[config.mk]
export PLATFORM = sky130hd
export DESIGN_NAME = pwr_seq_unit
export DESIGN_NICKNAME = d
export VERILOG_FILES = /design/src/rtl/pwr_seq_unit.sv
export SDC_FILE = /design/constraint.sdc
export NUM_CORES = 1
export LEC_CHECK = 0
export ABC_AREA = 1
export CORE_MARGIN = 4
export CORE_UTILIZATION = 55
export CTS_BUF_LIST = sky130_fd_sc_hd__clkbuf_8 sky130_fd_sc_hd__clkbuf_16
export DETAILED_ROUTE_END_ITERATION = 12
export DONT_BUFFER_PORTS = 1
export PLACE_DENSITY = 0.77
export SETUP_SLACK_MARGIN = 0.15
export SYNTH_ARGS = -nofsm -noshare
export SYNTH_HDL_FRONTEND = slang
export SYNTH_SLANG_ARGS = --single-unit
[constraint.sdc]
create_clock -name HCLK -period 1.9 [get_ports HCLK]
set_input_delay 0.19 -clock HCLK [delete_from_list [all_inputs] [get_ports HCLK]]
set_output_delay 0.19 -clock HCLK [all_outputs]
set_load 0.005 [all_outputs]
[src/rtl/pwr_seq_unit.sv]
// pwr_seq_unit: APB-controlled core sleep sequencer with staged per-bank memory wake-up.
// Optional feature macro SLEEP_WAKE_CNT_EN adds a saturating ext-sleep wake counter at offset 4.
module pwr_seq_unit #(
    parameter int APB_ADDR_WIDTH = 12,
    parameter int N_BANKS        = 4,
    parameter int DLY_WIDTH      = 8
) (
    input  logic                      HCLK,
    input  logic                      HRESETn,
    input  logic                      clk32_i,
    input  logic [APB_ADDR_WIDTH-1:0] PADDR,
    input  logic [31:0]               PWDATA,
    input  logic                      PWRITE,
    input  logic                      PSEL,
    input  logic                      PENABLE,
    output logic [31:0]               PRDATA,
    output logic                      PREADY,
    output logic                      PSLVERR,
    input  logic                      irq_i,
    input  logic                      event_i,
    input  logic                      core_busy_i,
    output logic                      fetch_en_o,
    output logic                      clk_gate_core_o,
    output logic                      mem_sleep_o,
    output logic [N_BANKS-1:0]        mem_gate_o
);
    localparam int PTR_W = (N_BANKS > 1) ? $clog2(N_BANKS) : 1;
    localparam logic [PTR_W-1:0] LAST_BANK = PTR_W'(N_BANKS - 1);

    typedef enum logic [2:0] {
        ST_RUN       = 3'd0,
        ST_SHUTDOWN  = 3'd1,
        ST_SLEEP     = 3'd2,
        ST_EXT_SLEEP = 3'd3,
        ST_WAKEUP    = 3'd4
    } state_t;

    state_t                 state_q, state_d;
    logic                   sleep_en_q, sleep_en_d, ext_en_q, ext_en_d;
    logic [DLY_WIDTH-1:0]   delay_q, delay_d, dly_lat_q, dly_lat_d, cnt_q, cnt_d;
    logic [N_BANKS-1:0]     gate_mask_q, gate_mask_d, gate_q, gate_d;
    logic [PTR_W-1:0]       ptr_q, ptr_d;
    logic [2:0]             sync_q;
    logic                   tick, wr_en, rd_en, sleeping, ext_sleeping;
    logic [3:0]             offset;
    logic [31:0]            wake_cnt_rd;
    logic                   unused_bits;

    assign wr_en        = PSEL & PENABLE & PWRITE;
    assign rd_en        = PSEL & PENABLE & ~PWRITE;
    assign offset       = PADDR[5:2];
    assign tick         = sync_q[1] & ~sync_q[2];
    assign sleeping     = (state_q == ST_SLEEP);
    assign ext_sleeping = (state_q == ST_EXT_SLEEP) || (state_q == ST_WAKEUP);
    assign PREADY       = 1'b1;
    assign PSLVERR      = 1'b0;
    assign mem_gate_o   = gate_q;
    assign unused_bits  = ^{PWDATA, PADDR};

    always_ff @(posedge HCLK or negedge HRESETn) begin
        if (!HRESETn) begin
            state_q     <= ST_RUN;
            sleep_en_q  <= 1'b0;
            ext_en_q    <= 1'b0;
            delay_q     <= '0;
            dly_lat_q   <= '0;
            cnt_q       <= '0;
            gate_mask_q <= '0;
            gate_q      <= '0;
            ptr_q       <= '0;
            sync_q      <= '0;
        end else begin
            state_q     <= state_d;
            sleep_en_q  <= sleep_en_d;
            ext_en_q    <= ext_en_d;
            delay_q     <= delay_d;
            dly_lat_q   <= dly_lat_d;
            cnt_q       <= cnt_d;
            gate_mask_q <= gate_mask_d;
            gate_q      <= gate_d;
            ptr_q       <= ptr_d;
            sync_q      <= {sync_q[1:0], clk32_i};
        end
    end

    // Register file: hardware clears first so a same-cycle APB write wins.
    always_comb begin
        sleep_en_d  = sleep_en_q;
        ext_en_d    = ext_en_q;
        delay_d     = delay_q;
        gate_mask_d = gate_mask_q;
        if (sleeping || event_i) sleep_en_d = 1'b0;
        if (ext_sleeping || event_i) ext_en_d = 1'b0;
        if (wr_en) begin
            case (offset)
                4'd0: begin
                    sleep_en_d = PWDATA[0];
                    ext_en_d   = PWDATA[1];
                end
                4'd2:    delay_d     = PWDATA[DLY_WIDTH-1:0];
                4'd3:    gate_mask_d = PWDATA[N_BANKS-1:0];
                default: ;
            endcase
        end
    end

    always_comb begin
        state_d         = state_q;
        ptr_d           = ptr_q;
        cnt_d           = cnt_q;
        gate_d          = gate_q;
        dly_lat_d       = dly_lat_q;
        fetch_en_o      = 1'b0;
        clk_gate_core_o = 1'b1;
        mem_sleep_o     = 1'b0;
        case (state_q)
            ST_RUN: begin
                fetch_en_o = ~(sleep_en_q & ~event_i);
                if (sleep_en_q && !event_i) state_d = ST_SHUTDOWN;
            end
            ST_SHUTDOWN: begin
                if (event_i) state_d = ST_RUN;
                else if (!core_busy_i && !irq_i) state_d = ST_SLEEP;
            end
            ST_SLEEP: begin
                clk_gate_core_o = event_i;
                if (event_i) state_d = ST_RUN;
                else if (irq_i) state_d = ST_SHUTDOWN;
                else if (ext_en_q) begin
                    state_d = ST_EXT_SLEEP;
                    gate_d  = gate_mask_q;
                end
            end
            ST_EXT_SLEEP: begin
                clk_gate_core_o = 1'b0;
                mem_sleep_o     = 1'b1;
                if (event_i) begin
                    state_d   = ST_WAKEUP;
                    ptr_d     = '0;
                    cnt_d     = '0;
                    dly_lat_d = delay_q;
                end
            end
            ST_WAKEUP: begin
                clk_gate_core_o = 1'b0;
                mem_sleep_o     = 1'b1;
                // Ungated banks fall through in one cycle; gated ones wait out the latched delay.
                if (!gate_q[ptr_q] || (cnt_q >= dly_lat_q)) begin
                    gate_d[ptr_q] = 1'b0;
                    cnt_d         = '0;
                    if (ptr_q == LAST_BANK) begin
                        state_d = ST_RUN;
                        ptr_d   = '0;
                    end else begin
                        ptr_d = ptr_q + PTR_W'(1);
                    end
                end else if (tick) begin
                    cnt_d = cnt_q + DLY_WIDTH'(1);
                end
            end
            default: state_d = ST_RUN;
        endcase
    end

`ifdef SLEEP_WAKE_CNT_EN
    logic [15:0] wake_cnt_q, wake_cnt_d;

    always_comb begin
        wake_cnt_d = wake_cnt_q;
        if (state_q == ST_EXT_SLEEP && event_i && wake_cnt_q != 16'hFFFF)
            wake_cnt_d = wake_cnt_q + 16'd1;
        if (wr_en && offset == 4'd4) wake_cnt_d = '0;
    end

    always_ff @(posedge HCLK or negedge HRESETn) begin
        if (!HRESETn) wake_cnt_q <= '0;
        else          wake_cnt_q <= wake_cnt_d;
    end

    assign wake_cnt_rd = {16'd0, wake_cnt_q};
`else
    assign wake_cnt_rd = 32'd0;
`endif

    always_comb begin
        PRDATA = 32'd0;
        if (rd_en) begin
            case (offset)
                4'd0:    PRDATA = {30'd0, ext_en_q, sleep_en_q};
                4'd1:    PRDATA = {25'd0, state_q, 2'b00, ext_sleeping, sleeping};
                4'd2:    PRDATA = 32'(delay_q);
                4'd3:    PRDATA = 32'(gate_mask_q);
                4'd4:    PRDATA = wake_cnt_rd;
                default: PRDATA = 32'd0;
            endcase
        end
    end
endmodule

==> impl_metrics.tcl <==
set metrics [dict create \
    status "finished clean" \
    grt.total_usage_pct 19.8 \
    synthFlopType "dfrtp_1" \
    hold_ws_ps 44.1 \
    worstMarginPinSlew_ps 526 \
    start_util_pct 56.8 \
    die_height_microns 77.6 \
    die_x_microns 77.6 \
    path_class "reg -> reg" \
    routedWlPerCell_microns 13.8 \
    hold_class "in -> reg" \
    p_sw_share_pct 37.9 \
    syn_to_final_growth_pct 12.9 \
    timing.rr.start "cnt_q[7]" \
    synth-seq-area-share_pct 39.5 \
    syn_area_sq_mm 0.00266 \
    period_needed_ps 1760 \
    endpoint_kind "flip-flop" \
    synth_area_per_cell_sq_um 7.79 \
    synth-edff-count 0 \
    grt_pass1_vias 2095 \
    reg2reg_slack_ps 140 \
    nets 436 \
    layout_commonest_cell "nand2_1" \
    core_area_sq_mm 0.00469 \
    drive_gt1_share_pct 18.1 \
    arrival_ps 1950 \
    via_per_inst 5.16 \
    use_met2_pct 33.3 \
    async_flop_share_pct 100 \
    hold_viol_final 0 \
    cts.clk_slew.worst_paths_ps 80 \
    p_switching_uw 1090 \
    drtPass1Iterations 4 \
    drc 0 \
    cts_max_path_buffers 2 \
    num_rows 25 \
    io_pins 94 \
    cts_tree "done" \
    fmax_mhz 568 \
    finClkSkew_ps 5.77 \
    worstHoldStart "PWDATA[6]" \
    grt_overflow 0 \
    critPathRequiredTime_ps 2090 \
    dp_hpwl_microns 4040 \
    seq_power_share_pct 42.1 \
    r2r_cells 10 \
    yosys.area.top_type "dfrtp_1" \
    port_buffers 0 \
    top_usage_layer "met2" \
    min_to "delay_q[6]" \
    ys_seq_elements 42 \
    clkLatencyLatePin_ps 300 \
    grt_pass1_wl_microns 9550 \
    antenna_cells 0 \
    synth_area_leaders "dfrtp_1 (39%), nand2_1 (14%), buf_4 (7.3%)" \
    fin_crit_sh_pct 92.7 \
    grt_max_degree 43 \
    maxCapViolCount 0 \
    cts.sinks 42 \
    cp-start-kind "flip-flop" \
    worstReg2RegEnd "mem_gate_o[2]" \
    wl_microns 5870 \
    htreeDepth 2 \
    die-area_sq_mm 0.00602 \
    power_uw 2880 \
    cts.root.buffer_cell "clkbuf_8" \
    slew_violations 0 \
    num_vias 2193 \
    cp_max_fo 4 \
    powerDensity_mw_per_mm2 958 \
    syn_inst 342 \
    fillers 392 \
    yosysUniqueCellTypes 31 \
    leakage_uw 0.00157 \
    setup_violations 0 \
    power.share.combinational_pct 37.4 \
    vdd_drop_max_uv 551 \
    use_met1_pct 24.9 \
    gp_congestion 0.843 \
    drtIter0Drc 158 \
    ant_nets 0 \
    hold_depth 1 \
    clockPowerShare_pct 20.6 \
    synth_top_area_share_pct 39.5 \
    relSlewSlack_pct 64.7 \
    antenna_found_initial 0 \
    numCtsBuffers 5 \
    grt_util_met3_pct 4.29 \
    rsz0062_at_grt "true" \
    power.internal_uw 1790 \
    layout_common_cells "nand2_1 (93), inv_1 (40), dfrtp_1 (38), conb_1 (26), nand3_1 (23)" \
    yosys_warnings 0 \
]
Yosys cell counts, types with 4 or more instances:
cell type / n
nand2_1: 96
nor2_2: 4
inv_2: 5
nand4_1: 6
nand3b_1: 6
a21oi_1: 8
nand3_1: 23
o21ai_0: 21
dfrtp_1: 42
nor2_1: 16
ha_1: 13
inv_1: 41
buf_4: 26
xor2_1: 5
power groups by stage:
stage | registers (uW) | clock network, uW | logic, uW
2_1_floorplan | 1190 | 0 | 723
3_3_place_gp | 1230 | 0 | 802
3_5_place_dp | 1230 | 0 | 819
4_1_cts | 1220 | 603 | 909
5_1_grt | 1240 | 653 | 1220
6_report | 1210 | 593 | 1080
logic make-up after synthesis:
| logic type | Yosys count | synth area share [%] |
|---|---|---|
| other | 2 | 0.282 |
| flip-flops | 42 | 39.5 |
| multiplexers | 3 | 1.27 |
| buffers and inverters | 76 | 14.8 |
| adder cells (fa/ha/maj) | 13 | 6.11 |
| XOR/XNOR | 6 | 1.97 |
| AND/OR/NAND/NOR | 161 | 27.7 |
| AO/OA/AOI/OAI | 39 | 8.41 |
cell type report:
type,instances,area (sq um),area share [%]
Clock buffer,6,82.6,2.75
Timing Repair Buffer,25,213,7.07
Tap cell,54,67.6,2.25
Sequential cell,42,1060,35.1
Inverter,47,179,5.95
Multi-Input combinational cell,249,1400,46.6
Clock inverter,2,8.76,0.291
registers in the layout (all words and copies together) (netlist names):
name,cells
dly_lat_q,8
delay_q,8
ptr_q,2
gate_mask_q,4
sync_q,3
sleep_en_q,1
mem_gate_o,4
cnt_q,8
ext_en_q,1
state_q,3
metrics by stage:
step | setup slack (ps) | instance area (sq um) | setup TNS [ps] | cells | util [%]
floorplan | 241 | 2750 | 0 | 366 | -
global placement | 104 | 2640 | 0 | 396 | 56.3
detailed placement | 69.3 | 2640 | 0 | 396 | 56.3
CTS | 136 | 2850 | 0 | 411 | 60.7
global route | -42.9 | 3010 | -86.6 | 425 | 64.1
finish | 138 | 3010 | 0 | 425 | 64.1
worst max-delay path, cell delays in order (launching register included):
cell and delay [ps]:
dfrtp_1 390, ha_1 310, nand2_1 80, inv_1 50
a21oi_2 170, nand4_4 190, nor2_4 180, buf_6 130
nor2_4 40, nand2_1 60, nand2_1 50
metal layers:
metal | routed length (microns) | share of wire [%] | vias up
li1 | - | - | 1097
met1 | 2490 | 42 | 1020
met2 | 2990 | 51 | 65
met3 | 286 | 4.9 | 11
met4 | 97 | 1.7 | 0
met5 | 0 | 0 | -
worst max-delay path by stage:
| stage | to | depth (start not counted) | slack (ps) | startpoint |
|---|---|---|---|---|
| 2_1_floorplan | mem_gate_o[1] | 10 | 240 | cnt_q[7] |
| 3_3_place_gp | mem_gate_o[0] | 10 | 100 | cnt_q[7] |
| 3_5_place_dp | mem_gate_o[0] | 10 | 70 | cnt_q[7] |
| 4_1_cts | mem_gate_o[0] | 12 | 140 | cnt_q[2] |
| 5_1_grt | cnt_q[1] | 12 | -40 | dly_lat_q[2] |
| 6_report | mem_gate_o[2] | 10 | 140 | cnt_q[7] |
what timing repair did:
item                       in CTS  in global routing
hold endpoints to repair       43                  0
gates cloned                    1                  0
pin swaps                       3                 16
hold buffers                    3                  0
setup buffers                   3                 14
resized for setup              11                 10
setup endpoints to repair      17                 18
Power figures use the tool's default switching activity.
